## config.mk

```make
export PLATFORM = sky130hd
export DESIGN_NAME = sram_req_arbiter
export DESIGN_NICKNAME = d
export VERILOG_FILES = /design/src/rtl/sram_req_arbiter.sv
export SDC_FILE = /design/constraint.sdc
export NUM_CORES = 1
export LEC_CHECK = 0
export CORE_AREA = 2 2 114 116
export CTS_CLUSTER_SIZE = 24
export DETAILED_ROUTE_END_ITERATION = 8
export DIE_AREA = 0 0 116 118
export GPL_TIMING_DRIVEN = 0
export HOLD_SLACK_MARGIN = 0.03
export PLACE_DENSITY_LB_ADDON = 0.08
export SLEW_MARGIN = 20
export SYNTH_ARGS = -nofsm -noshare
export SYNTH_HDL_FRONTEND = slang
export SYNTH_SLANG_ARGS = --single-unit
```

## constraint.sdc

```tcl
create_clock -name clk -period 2.6 [get_ports clk]
set_input_delay 0.26 -clock clk [delete_from_list [all_inputs] [get_ports clk]]
set_output_delay 0.26 -clock clk [all_outputs]
set_load 0.02 [all_outputs]
```

## src/rtl/sram_req_arbiter.sv

```systemverilog
// Multi-master SRAM-like request arbiter with lockable grant and an in-order ID FIFO for response routing.
// Optional build macro SRAM_ARB_FIXED_PRIO_EN selects fixed lowest-index priority instead of round-robin.
module sram_req_arbiter #(
  parameter int NUM_MST = 2,
  parameter int DEPTH   = 4,
  parameter int AW      = 32,
  parameter int DW      = 32
) (
  input  logic                        clk,
  input  logic                        reset,
  input  logic [NUM_MST-1:0]          m_req,
  input  logic [NUM_MST-1:0]          m_wr,
  input  logic [2*NUM_MST-1:0]        m_size,
  input  logic [(DW/8)*NUM_MST-1:0]   m_wstrb,
  input  logic [AW*NUM_MST-1:0]       m_addr,
  input  logic [DW*NUM_MST-1:0]       m_wdata,
  output logic [NUM_MST-1:0]          m_addr_ok,
  output logic [NUM_MST-1:0]          m_data_ok,
  output logic [DW-1:0]               m_rdata,
  output logic                        s_req,
  output logic                        s_wr,
  output logic [1:0]                  s_size,
  output logic [DW/8-1:0]             s_wstrb,
  output logic [AW-1:0]               s_addr,
  output logic [DW-1:0]               s_wdata,
  input  logic                        s_addr_ok,
  input  logic                        s_data_ok,
  input  logic [DW-1:0]               s_rdata,
  output logic                        err_orphan
);

  localparam int IW = (NUM_MST > 1) ? $clog2(NUM_MST) : 1;
  localparam int FW = (DEPTH > 1) ? $clog2(DEPTH) : 1;
  localparam int SW = DW / 8;

  typedef enum logic {ST_IDLE, ST_LOCKED} state_t;

  state_t          r_state;
  state_t          w_state_nxt;
  logic [IW-1:0]   r_lock_idx;
  logic [IW-1:0]   w_free_gnt;
  logic            w_free_vld;
  logic [IW-1:0]   w_gnt;
  logic            w_gnt_vld;
  logic            w_hs;
  logic            w_full;
  logic            w_pop;
  logic            w_orphan;
  logic [IW-1:0]   w_head;

  logic [IW-1:0]   r_fifo [DEPTH];
  logic [FW-1:0]   r_wr_ptr;
  logic [FW-1:0]   r_rd_ptr;
  logic [FW:0]     r_cnt;
  logic            r_err;

`ifdef SRAM_ARB_FIXED_PRIO_EN
  // Descending scan so the lowest requesting index is the last one written.
  always_comb begin
    w_free_gnt = '0;
    w_free_vld = 1'b0;
    for (int k = NUM_MST - 1; k >= 0; k--) begin
      if (m_req[k]) begin
        w_free_vld = 1'b1;
        w_free_gnt = IW'(k);
      end
    end
  end
`else
  logic [IW-1:0] r_ptr;
  logic [IW-1:0] w_rr_idx;

  // Search starts at r_ptr and wraps; first requester found wins.
  always_comb begin
    w_free_gnt = '0;
    w_free_vld = 1'b0;
    w_rr_idx   = '0;
    for (int k = 0; k < NUM_MST; k++) begin
      w_rr_idx = IW'((int'(r_ptr) + k) % NUM_MST);
      if (!w_free_vld && m_req[w_rr_idx]) begin
        w_free_vld = 1'b1;
        w_free_gnt = w_rr_idx;
      end
    end
  end

  always_ff @(posedge clk) begin
    if (reset) begin
      r_ptr <= '0;
    end else if (w_hs) begin
      r_ptr <= IW'((int'(w_gnt) + 1) % NUM_MST);
    end
  end
`endif

  assign w_gnt     = (r_state == ST_LOCKED) ? r_lock_idx : w_free_gnt;
  assign w_gnt_vld = (r_state == ST_LOCKED) ? m_req[r_lock_idx] : w_free_vld;
  assign w_full    = (r_cnt == (FW+1)'(DEPTH));

  assign s_req   = !reset && w_gnt_vld && !w_full;
  assign w_hs    = s_req && s_addr_ok;
  assign s_wr    = m_wr[w_gnt];
  assign s_size  = m_size[int'(w_gnt)*2 +: 2];
  assign s_wstrb = m_wstrb[int'(w_gnt)*SW +: SW];
  assign s_addr  = m_addr[int'(w_gnt)*AW +: AW];
  assign s_wdata = m_wdata[int'(w_gnt)*DW +: DW];

  always_comb begin
    m_addr_ok = '0;
    if (w_hs) m_addr_ok[w_gnt] = 1'b1;
  end

  always_comb begin
    w_state_nxt = r_state;
    case (r_state)
      ST_IDLE:   if (s_req && !s_addr_ok) w_state_nxt = ST_LOCKED;
      ST_LOCKED: if (w_hs) w_state_nxt = ST_IDLE;
      default:   w_state_nxt = ST_IDLE;
    endcase
  end

  always_ff @(posedge clk) begin
    if (reset) begin
      r_state    <= ST_IDLE;
      r_lock_idx <= '0;
    end else begin
      r_state <= w_state_nxt;
      if (r_state == ST_IDLE && s_req && !s_addr_ok) r_lock_idx <= w_gnt;
    end
  end

  // Response side: the slave is in-order, so the FIFO head names the owner of each s_data_ok.
  assign w_head   = r_fifo[r_rd_ptr];
  assign w_pop    = !reset && s_data_ok && (r_cnt != '0);
  assign w_orphan = s_data_ok && (r_cnt == '0);
  assign m_rdata  = s_rdata;

  always_comb begin
    m_data_ok = '0;
    if (w_pop) m_data_ok[w_head] = 1'b1;
  end

  always_ff @(posedge clk) begin
    if (w_hs) r_fifo[r_wr_ptr] <= w_gnt;
  end

  always_ff @(posedge clk) begin
    if (reset) begin
      r_wr_ptr <= '0;
      r_rd_ptr <= '0;
      r_cnt    <= '0;
      r_err    <= 1'b0;
    end else begin
      if (w_hs)  r_wr_ptr <= r_wr_ptr + 1'b1;
      if (w_pop) r_rd_ptr <= r_rd_ptr + 1'b1;
      case ({w_hs, w_pop})
        2'b10:   r_cnt <= r_cnt + 1'b1;
        2'b01:   r_cnt <= r_cnt - 1'b1;
        default: r_cnt <= r_cnt;
      endcase
      if (w_orphan) r_err <= 1'b1;
    end
  end

  assign err_orphan = r_err;

endmodule

```

==> results.yml <==
run_status:
  status: "finished, final reports clean"
drt:
  drtIter0Drc: 28
  viasPerCell: 3.81
  dr.pass1.iters: 4
  route.vias.total: 2386
  wirelength_mm: 9.65
  detail_route.drc_violations: 0
  antenna_violating_nets_post_route: 0
  drt-wirelength-per-cell_um: 15.4
clocking:
  tritoncts_clock_tree: "yes"
  clk_pin_slew_ns: 0.05
  clock_latency_ns: 0.25
  clock_path_buffers: 2
  cts_max_level: 1
  clock_sink_count: 17
  cts_buffer_count: 3
  clock-root-buffer: "clkbuf_16"
  post_cts_buffers: 0
  cts_hold_repair.buffers: 0
setup_path:
  cpMaxStageDelayCell: "clkdlybuf4s50_1"
  setup.worst_path.start_class: "primary input"
  worstSetupPathType: "in2out"
  end_kind: "output pin"
  timing.critical_path.slowest_cell_delay_ns: 0.54
  critical_path.cell_chain: "clkdlybuf4s50_1 > nand2b_1 > o21ai_4 > buf_4 > mux2_2 > clkdlybuf4s50_1"
  worstPathArrival_ns: 2.24
  cp.required_ns: 2.34
  cp_num_buf_inv: 3
  worstPathMaxFanout: 10
  path_common_cell: "clkdlybuf4s50_1"
  critPathTopFamily: "buffers and inverters"
global_routing:
  gr-total-overflow: 0
  grt_start_max_net_pins: 14
  grt_busiest_layer: "met2"
  use_met2_pct: 25.8
  grt_antenna_before_repair: 0
  use_met3_pct: 3.40
  wire_length_of_the_first_global_routing_pass_mm: 13.6
  first_global_vias: 2477
  globalRouteMet1Util_pct: 13.0
  global_route.usage.total_pct: 13.0
yosys:
  post_synth_instance_area_sq_um: 1920
  yosys_warnings: 0
  synth-edff-count: 4
  synthFlopType: "dfxtp_1"
  synth_cells: 195
  synthesis.nets: 381
  yosys.area.top_type_share_pct: 41.6
  largest_cells_by_area_after_synthesis: "mux2_2 (42%), buf_4 (14%), dfxtp_1 (14%)"
  postSynthRegisterBits: 17
  synth-seq-area-share_pct: 19.8
  ys_async_sr_fraction_pct: 0
  synth.distinct_cells: 32
  syn_area_per_cell_sq_um: 9.86
  yosysTopAreaCell: "mux2_2"
sta:
  unrepaired_setup_endpoints_after_global_routing: "yes"
  drv_slew: 0
  max_freq_mhz: 400
  finalWorstSetupSlack_ns: 0.0998
  final-setup-viol-count: 0
  timing.slew.headroom_pct: 67.0
  final_worst_path_period_share_pct: 96.2
  hold_violations: 0
  min_period_ns: 2.50
  worst_clock_skew_ns: 0.00345
  timing_worst_slew_pin_value_ns: 0.496
  timing.setup.tns_ns: 0
power:
  static-leakage-power_nw: 2.04
  power_density_nw_per_um2: 325
  post-layout-total-power_mw: 1.56
  max-vdd-ir-drop_v: 0.000211
floorplanning:
  initial_utilization_pct: 15.5
  chip_height_um: 118
  die-area_sq_um: 13700
  pin_count: 289
  die_width_um: 116
  num_rows: 41
  core_area_sq_um: 12400
place:
  place.gp.congestion: 0.789
  pre_cts_slack_ns: -0.310
  total_of_buffers_placed_on_input_and_output_ports: 256
  place_inst: 623
  placedInstanceArea_sq_um: 4700
  detailed_place_hpwl_mm: 8.54
layout:
  n_antenna_cell: 0
  finalNetCount: 642
  layout-drive-gt1-share_pct: 26.6
  number_of_fill_cells_in_the_layout: 1261
  area_growth_synth_to_finish_pct: 150
  stdcell_area_sq_um: 4800
  final_cells: 627
hold_path:
  holdCritPathClass: "reg2reg"
job:
  maxCapViolations: 0
-- placed cells by master, fill, tap and decap left out, types with 2 or more instances in the layout --
cell,Yosys,routed
buf_4,37,39
dlymetal6s2s_1,0,16
xor2_1,2,2
dfxtp_1,13,13
nor3_1,3,3
nand3_1,2,2
o21ai_0,3,3
nor2b_1,3,3
nor2_1,11,11
clkinv_2,1,2
mux2_2,71,71
a21oi_1,4,4
mux2i_1,3,3
nand2b_1,2,2
ha_1,5,5
nand2_1,2,2
nor3b_2,1,2
dlygate4sd2_1,0,36
and3_1,5,5
inv_1,7,7
clkdlybuf4s50_1,0,204
edfxtp_1,4,4
clkbuf_16,0,3
-- cell type report --
cell class / instances / area, sq um / area share (%)
well taps: 172 / 215 / 4.48
clock buffers: 3 / 75.1 / 1.56
clock inverters: 1 / 5.00 / 0.104
plain buffers: 41 / 308 / 6.41
repair buffers: 256 / 2560 / 53.3
flip-flops and latches: 17 / 380 / 7.92
multi-input cells: 129 / 1230 / 25.6
inverters: 8 / 31.3 / 0.651
-- power breakdown --
group	total (mW)	internal, mW	switching (mW)	leakage (nW)
combinational	0.954	0.558	0.396	1.86
clock	0.307	0.206	0.101	0.0409
sequential	0.300	0.287	0.0124	0.143
-- timing repair --
item	CTS	global route
pin swaps	1	0
endpoints found under the hold margin	0	0
endpoints found under the setup margin	73	19
gates resized for setup	42	17
-- worst register-to-register path: stages (launching register included) --
cell and delay, ns:
dfxtp_1 0.35, nor3b_2 0.29, a2111o_1 0.28, nor2_4 0.06
inv_1 0.11, ha_1 0.19, inv_1 0.06, fa_1 0.37
xor2_1 0.15, or3_1 0.31, a21oi_1 0.14
-- worst paths after layout --
| kind | startpoint | endpoint | slack, ns | depth (start not counted) |
|---|---|---|---|---|
| max | m_req[1] | s_wdata[16] | 0.1 | 6 |
| min | r_rd_ptr[1]$_SDFFE_PP0N_ | flop | 0.45 | 1 |
| max reg2reg | r_cnt[0]$_SDFFE_PP0P_ | r_cnt[2]$_SDFFE_PP0P_ | 0.21 | 10 |
| min reg2reg | r_rd_ptr[1]$_SDFFE_PP0N_ | flop | 0.45 | 1 |
-- synth_stat cells (3+ instances only) --
cell and n:
buf_2 3, nor2b_1 3, nor3_1 3, edfxtp_1 4, ha_1 5, inv_1 7
nor2_1 11, o21ai_0 3, buf_4 37, mux2_2 71, and3_1 5, mux2i_1 3
a21oi_1 4, dfxtp_1 13
-- per-stage QoR --
stage / util (%) / hold WS [ns]
after detailed placement: 37.9 / 0.450
after global routing: 38.7 / 0.483
after floorplan: - / 0.401
after CTS: 38.3 / 0.460
after global placement: 37.9 / 0.448
final: 38.7 / 0.455
-- logic make-up (layout without fill, tap and decap cells) --
group | Yosys count | after routing | synth area share, %
AOI/OAI and AO/OA | 11 | 11 | 3.32
xor gates and xnor gates | 3 | 3 | 1.37
adders and majority gates | 6 | 6 | 4.30
buffers and inverters | 49 | 309 | 17.1
DFF | 17 | 17 | 19.8
muxes | 75 | 75 | 44.3
and+or+nand+nor | 34 | 34 | 9.83
-- metal layers --
layer	vias to the layer above	part of all wire [%]
li1	1171	-
met1	1048	34
met2	155	55
met3	12	9.5
met4	0	1.9
met5	-	0
No activity file was read; power rests on OpenSTA's default activity.
